File: src/rtl/dmem_req_ctrl_if.sv
// Req/ack data-memory port between the memory-stage initiator (master) and data memory (slave).
interface dmem_req_ctrl_if;
  logic        req;
  logic        we;
  logic [63:0] addr;
  logic [63:0] wdata;
  logic        ack;
  logic [63:0] rdata;
  logic        err;

  modport master (output req, we, addr, wdata, input ack, rdata, err);
  modport slave  (input req, we, addr, wdata, output ack, rdata, err);
endinterface

File: src/rtl/dmem_req_ctrl.sv
// Y86-64 memory-stage initiator: one req/ack access per start, with timeout and error status.
// Optional: define DMEM_ALIGN_CHECK_EN to reject addresses with addr[2:0] != 0.
module dmem_req_ctrl #(
  parameter logic [63:0] ADDR_LIMIT = 64'd258,
  parameter int          TIMEOUT    = 15
) (
  input  logic                   clk,
  input  logic                   rst_n,
  input  logic                   start,
  input  logic [3:0]             icode,
  input  logic [63:0]            valE,
  input  logic [63:0]            valA,
  input  logic [63:0]            valP,
  dmem_req_ctrl_if.master        mem,
  output logic                   busy,
  output logic                   done,
  output logic [63:0]            valM,
  output logic                   dmem_error
);

  localparam logic [1:0] IDLE = 2'd0;
  localparam logic [1:0] REQ  = 2'd1;
  localparam logic [1:0] RESP = 2'd2;
  localparam logic [1:0] FIN  = 2'd3;

  localparam logic [7:0] CNT_LAST = 8'(TIMEOUT - 1);

  logic [1:0]  state_q;
  logic        req_q, we_q, err_q;
  logic [63:0] addr_q, wdata_q, valm_q;
  logic [7:0]  cnt_q;

  logic        is_mem_d, we_d, bad_addr_d;
  logic [63:0] addr_d, wdata_d;

  always_comb begin
    is_mem_d = 1'b1;
    we_d     = 1'b0;
    addr_d   = valE;
    wdata_d  = valA;
    case (icode)
      4'h4, 4'hA: we_d = 1'b1;
      4'h8: begin
        we_d    = 1'b1;
        wdata_d = valP;
      end
      4'h5: ;
      4'h9, 4'hB: addr_d = valA;
      default: is_mem_d = 1'b0;
    endcase
`ifdef DMEM_ALIGN_CHECK_EN
    bad_addr_d = (addr_d >= ADDR_LIMIT) || (addr_d[2:0] != 3'd0);
`else
    bad_addr_d = (addr_d >= ADDR_LIMIT);
`endif
  end

  always_ff @(posedge clk or negedge rst_n) begin
    if (!rst_n) begin
      state_q <= IDLE;
      req_q   <= 1'b0;
      we_q    <= 1'b0;
      err_q   <= 1'b0;
      addr_q  <= '0;
      wdata_q <= '0;
      valm_q  <= '0;
      cnt_q   <= '0;
    end else begin
      case (state_q)
        IDLE: begin
          if (start) begin
            err_q <= 1'b0;
            cnt_q <= '0;
            if (!is_mem_d) begin
              state_q <= FIN;
            end else if (bad_addr_d) begin
              err_q   <= 1'b1;
              state_q <= FIN;
            end else begin
              req_q   <= 1'b1;
              we_q    <= we_d;
              addr_q  <= addr_d;
              wdata_q <= wdata_d;
              state_q <= REQ;
            end
          end
        end
        REQ, RESP: begin
          // ack takes priority over a timeout expiring in the same cycle
          if (mem.ack) begin
            req_q   <= 1'b0;
            err_q   <= mem.err;
            if (!we_q) valm_q <= mem.rdata;
            state_q <= FIN;
          end else if (cnt_q == CNT_LAST) begin
            req_q   <= 1'b0;
            err_q   <= 1'b1;
            state_q <= FIN;
          end else begin
            cnt_q   <= cnt_q + 8'd1;
            state_q <= RESP;
          end
        end
        default: state_q <= IDLE;
      endcase
    end
  end

  assign mem.req    = req_q;
  assign mem.we     = we_q;
  assign mem.addr   = addr_q;
  assign mem.wdata  = wdata_q;
  assign busy       = (state_q == REQ) || (state_q == RESP);
  assign done       = (state_q == FIN);
  assign valM       = valm_q;
  assign dmem_error = err_q;

endmodule

File: src/flat_wrapper.sv
// flat-port wrapper written by rule: the top's interface ports become plain ports
module dmem_req_ctrl_flat 
#(
  parameter logic [63:0] ADDR_LIMIT = 64'd258,
  parameter int          TIMEOUT    = 15
)
  (clk, rst_n, start, icode, valE, valA, valP, busy, done, valM, dmem_error, mem_req, mem_we, mem_addr, mem_wdata, mem_ack, mem_rdata, mem_err);
  dmem_req_ctrl_if mem_i ();
  input  logic clk;
  input  logic rst_n;
  input  logic start;
  input  logic [3:0] icode;
  input  logic [63:0] valE;
  input  logic [63:0] valA;
  input  logic [63:0] valP;
  output logic busy;
  output logic done;
  output logic [63:0] valM;
  output logic dmem_error;
  output wire logic [$bits(mem_i.req)-1:0] mem_req;
  output wire logic [$bits(mem_i.we)-1:0] mem_we;
  output wire logic [$bits(mem_i.addr)-1:0] mem_addr;
  output wire logic [$bits(mem_i.wdata)-1:0] mem_wdata;
  input wire logic [$bits(mem_i.ack)-1:0] mem_ack;
  input wire logic [$bits(mem_i.rdata)-1:0] mem_rdata;
  input wire logic [$bits(mem_i.err)-1:0] mem_err;
  assign mem_req = mem_i.req;
  assign mem_we = mem_i.we;
  assign mem_addr = mem_i.addr;
  assign mem_wdata = mem_i.wdata;
  assign mem_i.ack = mem_ack;
  assign mem_i.rdata = mem_rdata;
  assign mem_i.err = mem_err;
  dmem_req_ctrl #(.ADDR_LIMIT(ADDR_LIMIT), .TIMEOUT(TIMEOUT)) u_core (.clk(clk), .rst_n(rst_n), .start(start), .icode(icode), .valE(valE), .valA(valA), .valP(valP), .mem(mem_i), .busy(busy), .done(done), .valM(valM), .dmem_error(dmem_error));
endmodule
File: config.mk
export PLATFORM = sky130hd
export DESIGN_NAME = dmem_req_ctrl_flat
export DESIGN_NICKNAME = d
export VERILOG_FILES = /design/src/rtl/dmem_req_ctrl_if.sv /design/src/rtl/dmem_req_ctrl.sv /design/src/flat_wrapper.sv
export SDC_FILE = /design/constraint.sdc
export NUM_CORES = 1
export LEC_CHECK = 0
export CORE_AREA = 2 2 181 183
export DETAILED_ROUTE_END_ITERATION = 8
export DIE_AREA = 0 0 183 185
export SLEW_MARGIN = 0
export SYNTH_ARGS = -nofsm -noshare
export SYNTH_HDL_FRONTEND = slang
export SYNTH_SLANG_ARGS = --single-unit
export TNS_END_PERCENT = 50
File: constraint.sdc
create_clock -name clk -period 4.5 [get_ports clk]
set_clock_uncertainty 0.1 [all_clocks]
set_input_delay 0.9 -clock clk [delete_from_list [all_inputs] [get_ports clk]]
set_output_delay 0.9 -clock clk [all_outputs]
set_load 0.05 [all_outputs]
==> metrics.txt, run 1 <==
status complete, no violations; CTS tree yes; min-delay worst type register to register; GRT met1 Usage 0.206; CTS Buf Count 24; worst rel slew slack 0.409; LEAKAGE 6.66 nW; synthesized-area fraction occupied by adder cells 0.00564; Worst Max-Slew Pin Slew 886 ps; Post-synth EDFFs 0; compound-gate portion of the synthesized area 0.0309; final instance area 14900 sq um; Die Ht 185 um; largest net degree at the start of global routing 100; grt total ovfl 0; Synth warnings 0; Worst-path clk slew 60 ps; vias in the first global route 7472; worst hold start u_core.cnt_q[3]$_DFFE_PN0P_; sequential cell area fraction in the yosys report 0.578; DR WL/cell 20.0 um; I/O pins 462; CP Launch Type register; Primary FF master, synth dfrtp_1; Cell Chain, Critical Path inv_1 > ha_1 > clkdlybuf4s50_1; register bit total from synthesis 205; drt pass-1 iters 4; Post-DP HPWL 23.5 mm; Fmax 276 MHz; Final ANT Viol Nets 0; chip width 183 um; Slew Viols, Final 0; area delta synth->final 67.3%; Critical-path top delay cell clkdlybuf4s50_1; Initial Util 0.277; FF-to-FF End u_core.mem.addr[19]$_DFFE_PN0P_; routed via count 6898; reg2reg setup slack 1960 ps; initial antenna violation count 2; layout cells sized above 1 0.185; Max FO, Critical Path 22; # setup viols final 0; CP endpoint kind primary output; met3 global-route usage 0.0570; Mapped Cells 634; placed cells 1482; post-CTS setup buffers 0; simple-gate share of the synthesized area 0.0916; CP Data Required Time 3500 ps; Synth Area in XOR/XNOR 0; asr flop ratio synth 1.00; H-tree Lvls 1; Mapped Area 8870 sq um; placed cell areas 14000 sq um; WS Path Type register to primary output; hold path depth 1; Placer Congestion 0.842; Residual DRC 0; GRT busiest layer met2; post-cts resize count 0; WHS Endpoint u_core.cnt_q[3]$_DFFE_PN0P_; syn avg cell area 14.0 sq um; vias per std cell 4.51; Final Hold Vio Count 0; nets 1369; Final min period 3630 ps; delay of the slowest cell on the worst path 960 ps; # fillers 2966; post-synthesis mux area share 0.270; Hold WS 378 ps; clock sink count 205; PortBufs 461; area of the core 32000 sq um; first-pass GRT wire length 45.1 mm; GRT Total Usage 0.176; Total Power 4.82 mW; Max-Cap Viols 0; Final Non-Filler Cells 1528; arrival time at the worst endpoint 2630 ps; worst r2r src u_core.state_q[1]$_DFFE_PN0N_; power per cell area 324 nW/um^2; peak supply drop 0.265 mV; Post-CTS Hold Buffers 0; RSZ-0062 raised after global routing false; Tcrit/Tclk final 0.806; Die ar. 33900 sq um; Max Buffers Root-to-Sink 3; total wire length 30.6 mm; clock latency on the worst-skew pair 510 ps; GR Util met2 0.315; Synth Net Count 903; Synth cell types 38; CTS root buf clkbuf_16; # rows 66; DRT iter0 DRCs 234; Setup TNS 0 ps; r2r worst-path depth 8; largest family of logic cells by synthesized area multiplexers
## worst max-delay path: cells and delay by family, from the launching register on
family | cells | cell delay (ps)
buffers and inverters | 2 | 1020
adders and majority gates | 1 | 720
DFF | 1 | 370
## metrics by stage
step,setup WS (ps),util
detailed placement,422,0.436
CTS,840,0.463
floorplan,1830,-
global route,758,0.463
global placement,478,0.436
finish,873,0.463
## power by group
| group | internal [mW] | switching, mW | total, mW |
|---|---|---|---|
| combinational | 0.419 | 0.392 | 0.811 |
| clock | 1.31 | 0.792 | 2.10 |
| sequential | 1.87 | 0.0308 | 1.91 |
## area by class of cell
type	instances	area [sq um]	share of cell area
Sequential cell	205	5130	0.345
Timing Repair Buffer	473	4760	0.320
Multi-Input combinational cell	391	3560	0.240
Clock buffer	29	681	0.0458
Tap cell	408	510	0.0344
Clock inverter	14	185	0.0125
Inverter	5	18.8	0.00126
Antenna cell	3	7.51	0.000506
## cells by family (layout without fill, tap and decap cells)
family / Yosys count / count (layout)
other: 0 / 3
and+or+nand+nor: 137 / 137
buffers and inverters: 38 / 521
DFF: 205 / 205
muxes: 213 / 213
adders and majority gates: 4 / 4
AOI/OAI and AO/OA: 37 / 37
## synth_stat cells, types with 2 or more instances
cell | instances | share of area
ha_1 | 4 | 0.0056
nand4_1 | 7 | 0.0049
nand3_1 | 7 | 0.0039
mux2i_1 | 3 | 0.0034
mux2_2 | 146 | 0.19
nor2_1 | 6 | 0.0025
o31ai_1 | 4 | 0.0034
a22o_1 | 2 | 0.0020
a21oi_1 | 6 | 0.0034
a221o_1 | 3 | 0.0034
o21a_1 | 2 | 0.0017
o21ai_0 | 9 | 0.0051
clkbuf_1 | 17 | 0.0072
nor4_1 | 30 | 0.021
nand2_1 | 10 | 0.0042
o41ai_1 | 2 | 0.0020
nor3_1 | 6 | 0.0034
buf_2 | 8 | 0.0045
dfrtp_1 | 205 | 0.58
and2_1 | 5 | 0.0035
buf_6 | 8 | 0.010
nand2b_1 | 2 | 0.0014
inv_1 | 5 | 0.0021
mux2_1 | 64 | 0.081
nor2b_1 | 58 | 0.041
nand3b_1 | 3 | 0.0025
## placed cells by master (no fill, tap or decap), drive strengths merged, types with 2 or more instances in the layout
cell type | netlist | layout
clkdlybuf4s50 | 0 | 460
mux2 | 210 | 210
dfrtp | 205 | 205
nor2b | 58 | 58
nor4 | 31 | 31
clkbuf | 17 | 30
buf | 16 | 12
nand2 | 10 | 10
o21ai | 9 | 9
nand4 | 7 | 7
nand3 | 7 | 7
inv | 5 | 7
nor3 | 6 | 6
a21oi | 6 | 6
nor2 | 6 | 6
and2 | 5 | 5
clkinv | 0 | 5
o31ai | 4 | 4
ha | 4 | 4
bufinv | 0 | 4
diode | 0 | 3
nand3b | 3 | 3
mux2i | 3 | 3
a221o | 3 | 3
clkinvlp | 0 | 3
nand2b | 2 | 2
a22o | 2 | 2
o21a | 2 | 2
o41ai | 2 | 2
## sequential cells by signal, summed over array words and instances (netlist names)
signal	cells
u_core.cnt_q	8
u_core.dmem_error	1
u_core.mem.addr	64
u_core.mem.req	1
u_core.mem.wdata	64
u_core.mem.we	1
u_core.state_q	2
u_core.valM	64
## routing by layer
layer  wire length, um  vias up  share of wire
met2             15400      295           0.50
met3              2690       25          0.088
met4               371        0          0.012
li1                  -     3227              -
met5                 0        -              0
met1             12100     3351           0.40
## worst max path at each step
stage | from | end | depth (start not counted) | slack (ps)
2_1_floorplan | valE[52] | u_core.mem.addr[0]$_DFFE_PN0P_ | 7 | 1830
3_3_place_gp | valA[52] | u_core.mem.addr[33]$_DFFE_PN0P_ | 8 | 480
3_5_place_dp | icode[2] | u_core.mem.addr[27]$_DFFE_PN0P_ | 8 | 420
4_1_cts | u_core.state_q[1]$_DFFE_PN0N_ | busy | 3 | 840
5_1_grt | u_core.state_q[1]$_DFFE_PN0N_ | busy | 3 | 760
6_report | u_core.state_q[1]$_DFFE_PN0N_ | busy | 3 | 870
Power figures use the tool's default switching activity.
==> run 2, diff against run 1 <==
--- a/config.mk
+++ b/config.mk
@@ -5,9 +5,9 @@
 export SDC_FILE = /design/constraint.sdc
 export NUM_CORES = 1
 export LEC_CHECK = 0
-export CORE_AREA = 2 2 181 183
+export CORE_AREA = 2 2 180 182
 export DETAILED_ROUTE_END_ITERATION = 8
-export DIE_AREA = 0 0 183 185
+export DIE_AREA = 0 0 182 184
 export SLEW_MARGIN = 0
 export SYNTH_ARGS = -nofsm -noshare
 export SYNTH_HDL_FRONTEND = slang
==> constraint.sdc (replaced) <==
create_clock -name clk -period 3.3 [get_ports clk]
set_clock_uncertainty 0.1 [all_clocks]
set_input_delay 0.66 -clock clk [delete_from_list [all_inputs] [get_ports clk]]
set_output_delay 0.66 -clock clk [all_outputs]
set_load 0.05 [all_outputs]
==> run 2 against run 1 <==
Setup slack worse by 540 ps. Critical endpoint is now done. Cell count up 1.3%. Critical path depth is 1 lower. Critical path type unchanged. Core utilization grew 1.3 points. Via count is 3.5% higher. Routed wire length increased by 3.8%.
==> metrics.txt, run 2 (synthesis results as in run 1) <==
Post-DP HPWL 24.9 mm (+5.9%); Die ar. 33500 sq um (-1.1%); layout cells sized above 1 0.194 (+0.00891); grt total ovfl 0 (unchanged); area taken by multi-input logic gates 3560 sq um (unchanged); CP Launch Type register; final setup margin 337 ps (-536 ps); fin util 0.477 (+0.0134); Slew Viols, Final 0 (unchanged); sequential cell area 5130 sq um (unchanged); DR WL/cell 20.5 um (+2.5%); Max-Cap Viols 0 (unchanged); arrival time at the worst endpoint 2200 ps (-430 ps); GRT Total Usage 0.187 (+0.0110); nets 1394 (+1.8%); Total Power 6.28 mW (+30%); vias in the first global route 7804 (+4.4%); Tcrit/Tclk final 0.898; Final Non-Filler Cells 1548 (+1.3%); Final Hold Vio Count 0 (unchanged); CTS tree yes; routed via count 7142 (+3.5%); initial antenna violation count 2 (unchanged); DRT iter0 DRCs 256 (+9.4%); drt pass-1 iters 4 (unchanged); post-CTS setup buffers 0 (unchanged); H-tree Lvls 1 (unchanged); first-pass GRT wire length 47.5 mm (+5.5%); Residual DRC 0 (unchanged); RSZ-0062 raised after global routing false; # fillers 2836 (-4.4%); clock sink count 205 (unchanged); CP bufs+invs 1 (-1); Worst-path clk slew 60 ps (about the same); power per cell area 419 nW/um^2 (+29%); area of the core 31400 sq um (-2.0%); Initial Util 0.283 (+0.00572); commonest non-fill, non-tap cell in the layout clkdlybuf4s50_1; WS Path Type register to primary output; peak supply drop 0.267 mV (+0.73%); total wire length 31.7 mm (+3.8%); Final min period 2960 ps; I/O pins 462 (unchanged); worst rel slew slack 0.516 (+0.107); Fmax 338 MHz; PortBufs 461 (unchanged); post-cts resize count 0 (unchanged); CP Data Required Time 2540 ps (-960 ps); status complete, no violations; Critical-path top delay cell clkdlybuf4s50_1; Die Ht 184 um (-0.54%); Final ANT Viol Nets 0 (unchanged); # rows 65 (-1.5%); Max Buffers Root-to-Sink 3 (unchanged); clock latency on the worst-skew pair 520 ps (about the same); placed cell areas 14200 sq um (+1.7%); most frequent cells in the layout clkdlybuf4s50_1, dfrtp_1, mux2_2; final instance area 15000 sq um (+0.81%); Post-CTS Hold Buffers 0 (unchanged); largest net degree at the start of global routing 84 (-16%); Max FO, Critical Path 12 (-45%); vias per std cell 4.61 (+2.2%); placed cells 1500 (+1.2%); CP endpoint kind primary output; Cell Chain, Critical Path ha_1 > clkdlybuf4s50_1; Worst Max-Slew Pin Slew 726 ps (-160 ps); delay-heaviest family, CP buffers and inverters; chip width 182 um (-0.55%); min-delay worst type input port to async pin; area delta synth->final 68.7%; # setup viols final 0 (unchanged); Placer Congestion 0.931 (+11%); LEAKAGE 6.75 nW (+1.4%); CTS root buf clkbuf_16; pre-CTS worst setup slack -113 ps (-535 ps); delay of the slowest cell on the worst path 900 ps (-60 ps); CTS Buf Count 25 (+4.2%)
==> run 2: changes by cell type in the layout (fill, tap and decap cells not counted), moves of 2 or more <==
cell,previous run,this run
bufinv_16,4,0
buf_12,4,9
clkbuf_1,0,11
inv_6,2,0
clkinvlp_4,3,0
buf_4,8,27
==> run 2: final cells by class <==
type | count | area share
clock inverter | 5 | 0.00192
clock buffer | 40 | 0.0482
tap | 402 | 0.0336
inverter | 5 | 0.00125
antenna | 3 | 0.000501
timing repair buffer | 497 | 0.334
multi-input combinational | 391 | 0.238
sequential | 205 | 0.343
==> run 2: worst paths after layout <==
check | startpoint | end | slack, ps | depth (start not counted)
max in group asynchronous | rst_n | u_core.mem.addr[63]$_DFFE_PN0P_ | 2250 | 2
max | u_core.state_q[1]$_DFFE_PN0N_ | done | 340 | 2
min reg2reg | u_core.cnt_q[3]$_DFFE_PN0P_ | u_core.cnt_q[3]$_DFFE_PN0P_ | 370 | 1
min | rst_n | u_core.valM[32]$_DFFE_PN0P_ | 80 | 1
max reg2reg | u_core.state_q[0]$_DFFE_PN0N_ | u_core.mem.we$_DFFE_PN0P_ | 960 | 8
min in group clk | u_core.cnt_q[3]$_DFFE_PN0P_ | u_core.cnt_q[3]$_DFFE_PN0P_ | 370 | 1
==> run 2: layer usage <==
metal,routed length [um],global-route usage,up-vias
li1,-,-,3285
met1,12000,0.209,3514
met2,16000,0.339,306
met3,3120,0.0676,35
met4,554,0.0442,2
met5,13,0,-
==> run 2: stage by stage <==
| step | TNS, ps | hold slack [ps] |
|---|---|---|
| 4_1_cts | 0 | 116 |
| 3_5_place_dp | -5280 | 369 |
| 5_1_grt | 0 | 120 |
| 2_1_floorplan | 0 | 264 |
| 6_report | 0 | 82.5 |
| 3_3_place_gp | -3410 | 355 |
==> run 2: power breakdown <==
part / switching (mW) / internal, mW
Combinational: 0.542 / 0.589
Sequential: 0.0446 / 2.56
Clock: 1.05 / 1.49
Total: 1.64 / 4.64
==> run 3, diff against run 2 <==
--- a/config.mk
+++ b/config.mk
@@ -8,6 +8,7 @@
 export CORE_AREA = 2 2 180 182
 export DETAILED_ROUTE_END_ITERATION = 8
 export DIE_AREA = 0 0 182 184
+export HOLD_SLACK_MARGIN = 0.12
 export SLEW_MARGIN = 0
 export SYNTH_ARGS = -nofsm -noshare
 export SYNTH_HDL_FRONTEND = slang
==> run 3 against run 2 <==
Design area about the same. Critical path depth unchanged. Clock power about the same. Sequential power is essentially flat. Critical endpoint unchanged. Die area unchanged. Cell count stayed put. Routed wire length hardly changed. Global-route usage hardly changed. Clock-buffer cell count did not move. Core utilization about the same. Setup slack gained 3.3 ps. Sequential share of layout area hardly changed.
==> metrics.txt, run 3 (synthesis results as in run 1) <==
grt total ovfl 0 (unchanged); arrival time at the worst endpoint 2200 ps (about the same); reg2reg setup slack 960 ps (about the same); Placer Congestion 0.931 (unchanged); Die ar. 33500 sq um (unchanged); post-cts resize count 0 (unchanged); Tcrit/Tclk final 0.897 (-0.000990); DR WL/cell 20.5 um (about the same); area of the core 31400 sq um (unchanged); delay-heaviest family, CP buffers and inverters; hold path depth 1; nets 1395 (+0.072%); I/O pins 462 (unchanged); routed via count 7148 (+0.084%); # setup viols final 0 (unchanged); CP Data Required Time 2540 ps (about the same); GRT Total Usage 0.187 (about the same); CP Launch Type register; Max Buffers Root-to-Sink 3 (unchanged); Worst-path clk slew 50 ps (about the same); Die Ht 184 um (unchanged); # fillers 2839 (+0.11%); DRT iter0 DRCs 244 (-4.7%); commonest non-fill, non-tap cell in the layout clkdlybuf4s50_1; Residual DRC 0 (unchanged); WHS Endpoint u_core.cnt_q[3]$_DFFE_PN0P_; final instance area 15000 sq um (about the same); most frequent cells in the layout clkdlybuf4s50_1, dfrtp_1, mux2_2; worst r2r src u_core.state_q[0]$_DFFE_PN0N_; sequential cell area 5130 sq um (unchanged); power per cell area 419 nW/um^2 (about the same); clock sink count 205 (unchanged); CP endpoint kind primary output; Worst Max-Slew Pin Slew 727 ps (+1.85 ps); worst hold start u_core.cnt_q[3]$_DFFE_PN0P_; Cell Chain, Critical Path ha_1 > clkdlybuf4s50_1; peak supply drop 0.266 mV (-0.16%); layout cells sized above 1 0.194 (about the same); H-tree Lvls 1 (unchanged); drt pass-1 iters 4 (unchanged); clock latency on the worst-skew pair 510 ps (about the same); PortBufs 461 (unchanged); Critical-path top delay cell clkdlybuf4s50_1; vias in the first global route 7814 (+0.13%); FF-to-FF End u_core.mem.we$_DFFE_PN0P_; Fmax 338 MHz (+0.11%); area taken by multi-input logic gates 3560 sq um (unchanged); total wire length 31.7 mm (about the same); CTS root buf clkbuf_16; CP bufs+invs 1 (unchanged); CTS tree yes; vias per std cell 4.62 (about the same); first-pass GRT wire length 47.5 mm (about the same); CTS Buf Count 25 (unchanged); RSZ-0062 raised after global routing false; Slew Viols, Final 0 (unchanged); worst rel slew slack 0.515 (-0.00123); min-delay worst type register to register; initial antenna violation count 2 (unchanged); WS Path Type register to primary output; LEAKAGE 6.76 nW (about the same); status complete, no violations; Max-Cap Viols 0 (unchanged); Post-DP HPWL 24.9 mm (unchanged); chip width 182 um (unchanged); Final ANT Viol Nets 0 (unchanged); Max FO, Critical Path 12 (unchanged); Hold WS 372 ps (+289 ps); delay of the slowest cell on the worst path 900 ps (about the same); Initial Util 0.283 (unchanged); area delta synth->final 68.8% (about the same); r2r worst-path depth 8 (unchanged); # rows 65 (unchanged); Final Hold Vio Count 0 (unchanged); Final min period 2960 ps (-3.27 ps); placed cell areas 14200 sq um (unchanged); largest net degree at the start of global routing 84 (unchanged)
[run 3: power by group]
group	leakage [nW]	switching [mW]	internal, mW	total (mW)
Clock	0.370	1.05	1.49	2.54
Combinational	3.54	0.545	0.590	1.13
Sequential	2.85	0.0453	2.56	2.60
Total	6.76	1.64	4.64	6.28
[run 3: final cells by class]
cell class                 instances  area share
antenna                            2    0.000334
clock inverter                     5     0.00192
tap                              402      0.0336
multi-input combinational        391       0.238
clock buffer                      40      0.0482
inverter                           5     0.00125
sequential                       205       0.342
timing repair buffer             498       0.335
[run 3: repair_timing]
action,CTS,global route
hold buffers,1,0
setup buffers,0,0
hold endpoints to repair,4,0
[run 3: per-stage QoR]
stage | setup WS, ps | setup TNS, ps | total power, mW | utilization | instances
2_1_floorplan | 870 | 0 | 3.19 | - | 634
3_3_place_gp | -79.9 | -3410 | 3.77 | 0.453 | 1500
3_5_place_dp | -113 | -5280 | 3.78 | 0.453 | 1500
4_1_cts | 316 | 0 | 6.40 | 0.477 | 1546
5_1_grt | 220 | 0 | 6.58 | 0.477 | 1546
6_report | 340 | 0 | 6.28 | 0.477 | 1548
[run 3: metal layers]
layer  track usage  part of all wire
met5             0           0.00041
met4        0.0442             0.017
met3        0.0676              0.10
met2         0.340              0.51
met1         0.209              0.38
[run 3: worst max-delay path by stage]
stage                                   from                              end  slack, ps  cells past startpoint
4_1_cts        u_core.state_q[1]$_DFFE_PN0N_                             done        320                      2
3_5_place_dp                        valA[53]        u_core.mem.we$_DFFE_PN0P_       -110                     10
6_report       u_core.state_q[1]$_DFFE_PN0N_                             done        340                      2
5_1_grt        u_core.state_q[1]$_DFFE_PN0N_                             done        220                      2
3_3_place_gp                        valA[53]  u_core.mem.wdata[8]$_DFFE_PN0P_        -80                      9
2_1_floorplan                       valE[52]   u_core.mem.addr[0]$_DFFE_PN0P_        870                      7
[run 3: worst register-to-register path, stage by stage, from the launching register on]
cell	delay [ps]
dfrtp_1	390
inv_1	70
ha_1	400
nand2_1	130
nor2_1	230
o221a_4	320
buf_12	200
buf_4	230
mux2i_1	190
